**config.mk**
```make
export PLATFORM = sky130hd
export DESIGN_NAME = ps2_host_tx
export DESIGN_NICKNAME = d
export VERILOG_FILES = /design/src/rtl/ps2_host_tx.sv
export SDC_FILE = /design/constraint.sdc
export NUM_CORES = 1
export LEC_CHECK = 0
export BUFFER_PORTS_ARGS = -buffer_cell sky130_fd_sc_hd__buf_2
export CAP_MARGIN = 20
export CORE_MARGIN = 4
export CORE_UTILIZATION = 63
export CTS_BUF_LIST = sky130_fd_sc_hd__clkbuf_2
export DETAILED_ROUTE_END_ITERATION = 8
export MAX_ROUTING_LAYER = met4
export PLACE_DENSITY = 0.89
export SLEW_MARGIN = 20
export SYNTH_ARGS = -nofsm -noshare
export SYNTH_HDL_FRONTEND = slang
export SYNTH_SLANG_ARGS = --single-unit
```
**constraint.sdc**
```tcl
create_clock -name clk -period 2.5 [get_ports clk]
set_input_delay 0.25 -clock clk [delete_from_list [all_inputs] [get_ports clk]]
set_output_delay 0.25 -clock clk [all_outputs]
set_load 0.03 [all_outputs]
```
**src/rtl/ps2_host_tx.sv**
```systemverilog
// PS/2 host-to-device transmitter: clock inhibit, start bit, 8 data + odd parity + stop, device ACK check.
// Optional build macro PS2_TX_RETRY_EN resends the latched byte once after a NACK or timeout.
module ps2_host_tx #(
   parameter int INHIBIT_CYCLES = 10000,
   parameter int TIMEOUT_CYCLES = 2000000,
   parameter int FILTER_LEN     = 4
) (
   input  logic       clk,
   input  logic       rst_n,
   input  logic [7:0] tx_data,
   input  logic       tx_valid,
   input  logic       ps2_clk_in,
   input  logic       ps2_data_in,
   output logic       ps2_clk_oe,
   output logic       ps2_data_oe,
   output logic       tx_ready,
   output logic       busy,
   output logic       tx_done,
   output logic       tx_err
);
   // state     | meaning
   // IDLE      | lines released, ready for a byte
   // INHIBIT   | PS2_CLK held low for INHIBIT_CYCLES
   // START     | PS2_DATA low (start bit), waiting for first device clock
   // SHIFT     | data, parity, stop driven on device falling edges
   // ACK       | waiting for the 11th fall to sample the device ACK
   // WAIT_IDLE | waiting for both lines high
   // FAIL      | NACK or timeout, lines released
   typedef enum logic [2:0] {
      S_IDLE, S_INHIBIT, S_START, S_SHIFT, S_ACK, S_WAIT_IDLE, S_FAIL
   } state_t;

   localparam int IW = $clog2(INHIBIT_CYCLES + 1);
   localparam int WW = $clog2(TIMEOUT_CYCLES + 1);
   localparam int FW = $clog2(FILTER_LEN + 1);

   state_t        state, state_nxt;
   logic          clk_s1, clk_s2, dat_s1, dat_s2;
   logic          clk_filt, fall;
   logic [FW-1:0] filt_cnt;
   logic [9:0]    shreg;
   logic [3:0]    bit_cnt;
   logic [IW-1:0] inh_cnt;
   logic [WW-1:0] wd_cnt;
   logic [7:0]    frame_byte;
   logic          inh_tc, wd_run, wd_exp, shift_now, load_frame;
   logic          clk_oe_nxt, data_oe_nxt, done_nxt, err_nxt, ready_nxt;

   always_ff @(posedge clk or negedge rst_n) begin
      if (!rst_n) begin
         clk_s1 <= 1'b1;
         clk_s2 <= 1'b1;
         dat_s1 <= 1'b1;
         dat_s2 <= 1'b1;
      end else begin
         clk_s1 <= ps2_clk_in;
         clk_s2 <= clk_s1;
         dat_s1 <= ps2_data_in;
         dat_s2 <= dat_s1;
      end
   end

   // A new clock level is taken only after FILTER_LEN consecutive differing samples.
   always_ff @(posedge clk or negedge rst_n) begin
      if (!rst_n) begin
         clk_filt <= 1'b1;
         filt_cnt <= '0;
         fall     <= 1'b0;
      end else begin
         fall <= 1'b0;
         if (clk_s2 == clk_filt) begin
            filt_cnt <= '0;
         end else if (filt_cnt == FW'(FILTER_LEN - 1)) begin
            filt_cnt <= '0;
            clk_filt <= clk_s2;
            fall     <= clk_filt & ~clk_s2;
         end else begin
            filt_cnt <= filt_cnt + 1'b1;
         end
      end
   end

   assign inh_tc     = (inh_cnt == '0);
   assign wd_run     = (state == S_START) || (state == S_SHIFT) ||
                       (state == S_ACK) || (state == S_WAIT_IDLE);
   assign wd_exp     = wd_run && (wd_cnt == '0);
   assign shift_now  = fall && !wd_exp && ((state == S_START) || (state == S_SHIFT));
   assign load_frame = (state_nxt == S_INHIBIT) && (state != S_INHIBIT);

   always_ff @(posedge clk or negedge rst_n) begin
      if (!rst_n) begin
         state       <= S_IDLE;
         ps2_clk_oe  <= 1'b0;
         ps2_data_oe <= 1'b0;
         tx_ready    <= 1'b1;
         busy        <= 1'b0;
         tx_done     <= 1'b0;
         tx_err      <= 1'b0;
      end else begin
         state       <= state_nxt;
         ps2_clk_oe  <= clk_oe_nxt;
         ps2_data_oe <= data_oe_nxt;
         tx_ready    <= ready_nxt;
         busy        <= ~ready_nxt;
         tx_done     <= done_nxt;
         tx_err      <= err_nxt;
      end
   end

`ifdef PS2_TX_RETRY_EN
   logic       retry_flag;
   logic [7:0] byte_q;

   always_ff @(posedge clk or negedge rst_n) begin
      if (!rst_n) begin
         retry_flag <= 1'b0;
         byte_q     <= '0;
      end else if ((state == S_IDLE) && tx_valid) begin
         retry_flag <= 1'b0;
         byte_q     <= tx_data;
      end else if ((state == S_FAIL) && (state_nxt == S_INHIBIT)) begin
         retry_flag <= 1'b1;
      end
   end

   assign frame_byte = (state == S_IDLE) ? tx_data : byte_q;
`else
   assign frame_byte = tx_data;
`endif

   // Watchdog preloads TIMEOUT_CYCLES-2 so its terminal count is the cycle the count reaches TIMEOUT_CYCLES-1.
   always_ff @(posedge clk or negedge rst_n) begin
      if (!rst_n) begin
         shreg   <= '0;
         bit_cnt <= '0;
         inh_cnt <= '0;
         wd_cnt  <= '0;
      end else if (load_frame) begin
         shreg   <= {1'b1, ~^frame_byte, frame_byte};
         bit_cnt <= '0;
         inh_cnt <= IW'(INHIBIT_CYCLES - 1);
         wd_cnt  <= WW'(TIMEOUT_CYCLES - 2);
      end else begin
         if ((state == S_INHIBIT) && !inh_tc)
            inh_cnt <= inh_cnt - 1'b1;
         if (wd_run && !wd_exp)
            wd_cnt <= wd_cnt - 1'b1;
         if (shift_now) begin
            shreg   <= {1'b1, shreg[9:1]};
            bit_cnt <= bit_cnt + 1'b1;
         end
      end
   end

   always_comb begin
      state_nxt = state;
      case (state)
         S_IDLE:      if (tx_valid) state_nxt = S_INHIBIT;
         S_INHIBIT:   if (inh_tc) state_nxt = S_START;
         S_START:     if (wd_exp) state_nxt = S_FAIL;
                      else if (fall) state_nxt = S_SHIFT;
         S_SHIFT:     if (wd_exp) state_nxt = S_FAIL;
                      else if (fall && (bit_cnt == 4'd9)) state_nxt = S_ACK;
         S_ACK:       if (wd_exp) state_nxt = S_FAIL;
                      else if (fall) state_nxt = dat_s2 ? S_FAIL : S_WAIT_IDLE;
         S_WAIT_IDLE: if (wd_exp) state_nxt = S_FAIL;
                      else if (clk_s2 && dat_s2) state_nxt = S_IDLE;
`ifdef PS2_TX_RETRY_EN
         S_FAIL:      state_nxt = retry_flag ? S_IDLE : S_INHIBIT;
`else
         S_FAIL:      state_nxt = S_IDLE;
`endif
         default:     state_nxt = S_IDLE;
      endcase
   end

   always_comb begin
      clk_oe_nxt  = (state_nxt == S_INHIBIT);
      ready_nxt   = (state_nxt == S_IDLE);
      done_nxt    = (state == S_WAIT_IDLE) && (state_nxt == S_IDLE);
      err_nxt     = (state == S_FAIL) && (state_nxt == S_IDLE);
      data_oe_nxt = 1'b0;
      case (state_nxt)
         S_START:        data_oe_nxt = 1'b1;
         S_SHIFT, S_ACK: data_oe_nxt = shift_now ? ~shreg[0] : ps2_data_oe;
         default:        data_oe_nxt = 1'b0;
      endcase
   end
endmodule

```
==> results.ini <==
[setup_path]
cp-end-kind=flop
required_ns=2.88
path_class=flop to flop
cp.arrival_ns=2.77
crit_fanout=8
crit_path_start_kind=flop

[clocking]
clock_latency_ns=0.49
cts.sinks=67
path_clk_slew_ns=0.19
root_buffer=clkbuf_2
numCtsBuffers=9
cts-htree-levels=3
clockBufferDepth=2
cts_tree=done

[synth]
netlist.area_leader.share=0.466
ys_ff_latch=67
syn_nets=352
yosysSeqAreaShare=0.514
avgSynthCellArea_sq_um=9.86
yosysTopAreaCell=dfrtp_1
synth_flop_cell=dfrtp_1
async_flop_share=1.00
synthCells=332
ys_types=47
synth_edf_count=0
syn_area_sq_mm=0.00327
yosys-top-cells-area=dfrtp_1 47%, xnor2_1 6.7%, nand2_1 5.5%
synth_warnings=0

[layout]
final_common_cell=dfrtp_1
n_antenna_cell=0
final_nets=389
fillers=334
layout_common_cells=61 x dfrtp_1, 48 x nand2_1, 39 x nor2_1
synthToLayoutAreaGrowth_pct=12.2
final-instance-count-excl-fill=441
postLayoutCoreUtil=0.753
layout-drive-gt1-share=0.176

[timing]
worst_slew_pin_slew_ns=0.799
fin_skew_ns=0.0370
finalCritPeriodShare=0.957
period_needed_ns=2.39
timing.hold.ws_ns=0.0298
max_slew_margin=0.467
fmax_mhz=418
finalSetupTns_ns=0
hold_viol_final=0
finalSetupViolations=0
slew_viol_final=0
fin_ws_ns=0.108

[floorplanning]
die_w_um=80.1
fp.dieH_um=80.1
design.core.area_sq_mm=0.00488
core.rowCount=25
ios=19
design.die.area_sq_mm=0.00642
start_util=0.671

[route]
drc=0
drtPass1Iterations=4
drtIter0Drc=135
wirelength_um=6280
routed_via_density=5.63
wire_per_inst_um=14.2
ant_nets=0
vias=2481

[global_route]
met3_usage=0.0504
met1_usage=0.282
grt_pass1_wl_um=11000
grt_usage=0.226
grt_pass1_vias=2466
antenna_found_initial=0
grtUsageMet2=0.358
grt_overflow=0
grt_max_degree=68
busiest_layer=met2

[power_and_ir_drop]
vdd_drop_max_v=0.000332
internal-power_uw=1450
power.share.clock=0.310
switching_share=0.249
p_sw_uw=483
p_per_area_mw_per_mm2=527
p_leak_uw=0.00147
power_frac_seq=0.611
combPwrFrac=0.079

[placement]
dp.cells=416
hpwlAfterDp_um=4110
dp_slack_ns=0.0980
gp_congestion=0.809
io_buffers=18

[status]
outcome=finished clean

[hold_path]
min_path_type=input port to flop

[flow_run]
maxCapViolCount=0

## per-layer routing
| layer | vias up | wire, um |
|---|---|---|
| met5 | - | 0 |
| met4 | 0 | 116 |
| met3 | 11 | 256 |
| met2 | 61 | 3080 |
| met1 | 1195 | 2830 |
| li1 | 1214 | - |
## cell families (layout without fill, tap and decap cells)
| logic type | Yosys count | after routing | synth area share |
|---|---|---|---|
| and+or+nand+nor | 161 | 161 | 0.256 |
| buffers and inverters | 21 | 63 | 0.0252 |
| adders and majority gates | 7 | 7 | 0.0267 |
| xor gates and xnor gates | 36 | 36 | 0.0963 |
| muxes | 1 | 1 | 0.00306 |
| DFF | 67 | 67 | 0.514 |
| AOI/OAI and AO/OA | 39 | 39 | 0.0783 |
## timing repair
action | CTS | global route
setup buffers | 0 | 4
setup endpoints to repair | 0 | 17
endpoints found under the hold margin | 65 | 0
hold buffers | 5 | 0
resized for setup | 0 | 4
## registers in the layout, indices dropped and copies added, names as in the netlist, 3 cells and up
signal    count
wd_cnt       21
inh_cnt      14
shreg        10
bit_cnt       4
filt_cnt      3
state         3
## stage by stage
| step | instance area (sq um) | total power [uW] |
|---|---|---|
| 6_report | 3670 | 1940 |
| 4_1_cts | 3640 | 1950 |
| 3_3_place_gp | 3490 | 1340 |
| 2_1_floorplan | 3270 | 1290 |
| 5_1_grt | 3670 | 2040 |
| 3_5_place_dp | 3490 | 1350 |
## synth_stat cells (2+ instances only)
cell type	instances
o211ai_1	2
nand2_1	48
nor3_1	12
or3_1	7
or4_1	4
o21ai_0	8
buf_2	3
or3b_2	2
xor2_1	11
and2_1	4
nor4_1	8
dfrtp_1	61
a21oi_1	9
or4_4	2
xnor2_1	25
inv_1	9
nor2_1	39
nand2b_1	7
nand3b_1	2
nand3_1	8
and3_1	2
nor2b_1	5
dfstp_2	6
o21ai_1	2
nand4bb_1	2
a31oi_1	9
ha_1	7
and3b_1	2
clkbuf_1	8
## final cells by class
cell class              count  area [sq um]  share of cell area
clock inverters             4          42.5              0.0116
repair buffers             38           253              0.0688
flip-flops and latches     67          1680               0.458
inverters                   9          33.8             0.00919
well taps                  67          83.8              0.0228
multi-input cells         244          1520               0.413
clock buffers              12          60.1              0.0163
## worst paths after layout
| path | end | depth (start not counted) | from | slack (ns) |
|---|---|---|---|---|
| setup / recovery | wd_cnt[20] | 9 | wd_cnt[1] | 0.11 |
| hold / removal | shreg[4] | 3 | tx_data[4] | 0.03 |
| setup reg to reg | wd_cnt[20] | 9 | wd_cnt[1] | 0.11 |
| hold reg to reg | clk_s2 | 0 | clk_s1 | 0.37 |
| max in group asynchronous | wd_cnt[15] | 3 | rst_n | 1.51 |
| min in group asynchronous | inh_cnt[10] | 3 | rst_n | 0.46 |
## worst max-delay path, cell delays in order (launching register included)
cell and delay, ns:
dfrtp_1 0.42, inv_2 0.07, ha_1 0.17, or3b_4 0.24, nor4_4 0.05, buf_4 0.16, or4_1 0.64, nor4_1 0.33
xnor2_1 0.16, nand2_1 0.06
## power by group through the flow
stage	clock network [uW]	registers [uW]	logic [uW]
2_1_floorplan	0	1190	94.5
3_3_place_gp	0	1200	139
3_5_place_dp	0	1200	146
4_1_cts	612	1180	154
5_1_grt	668	1190	184
6_report	601	1180	153
Note: power is estimated with default switching activity, not from simulation.
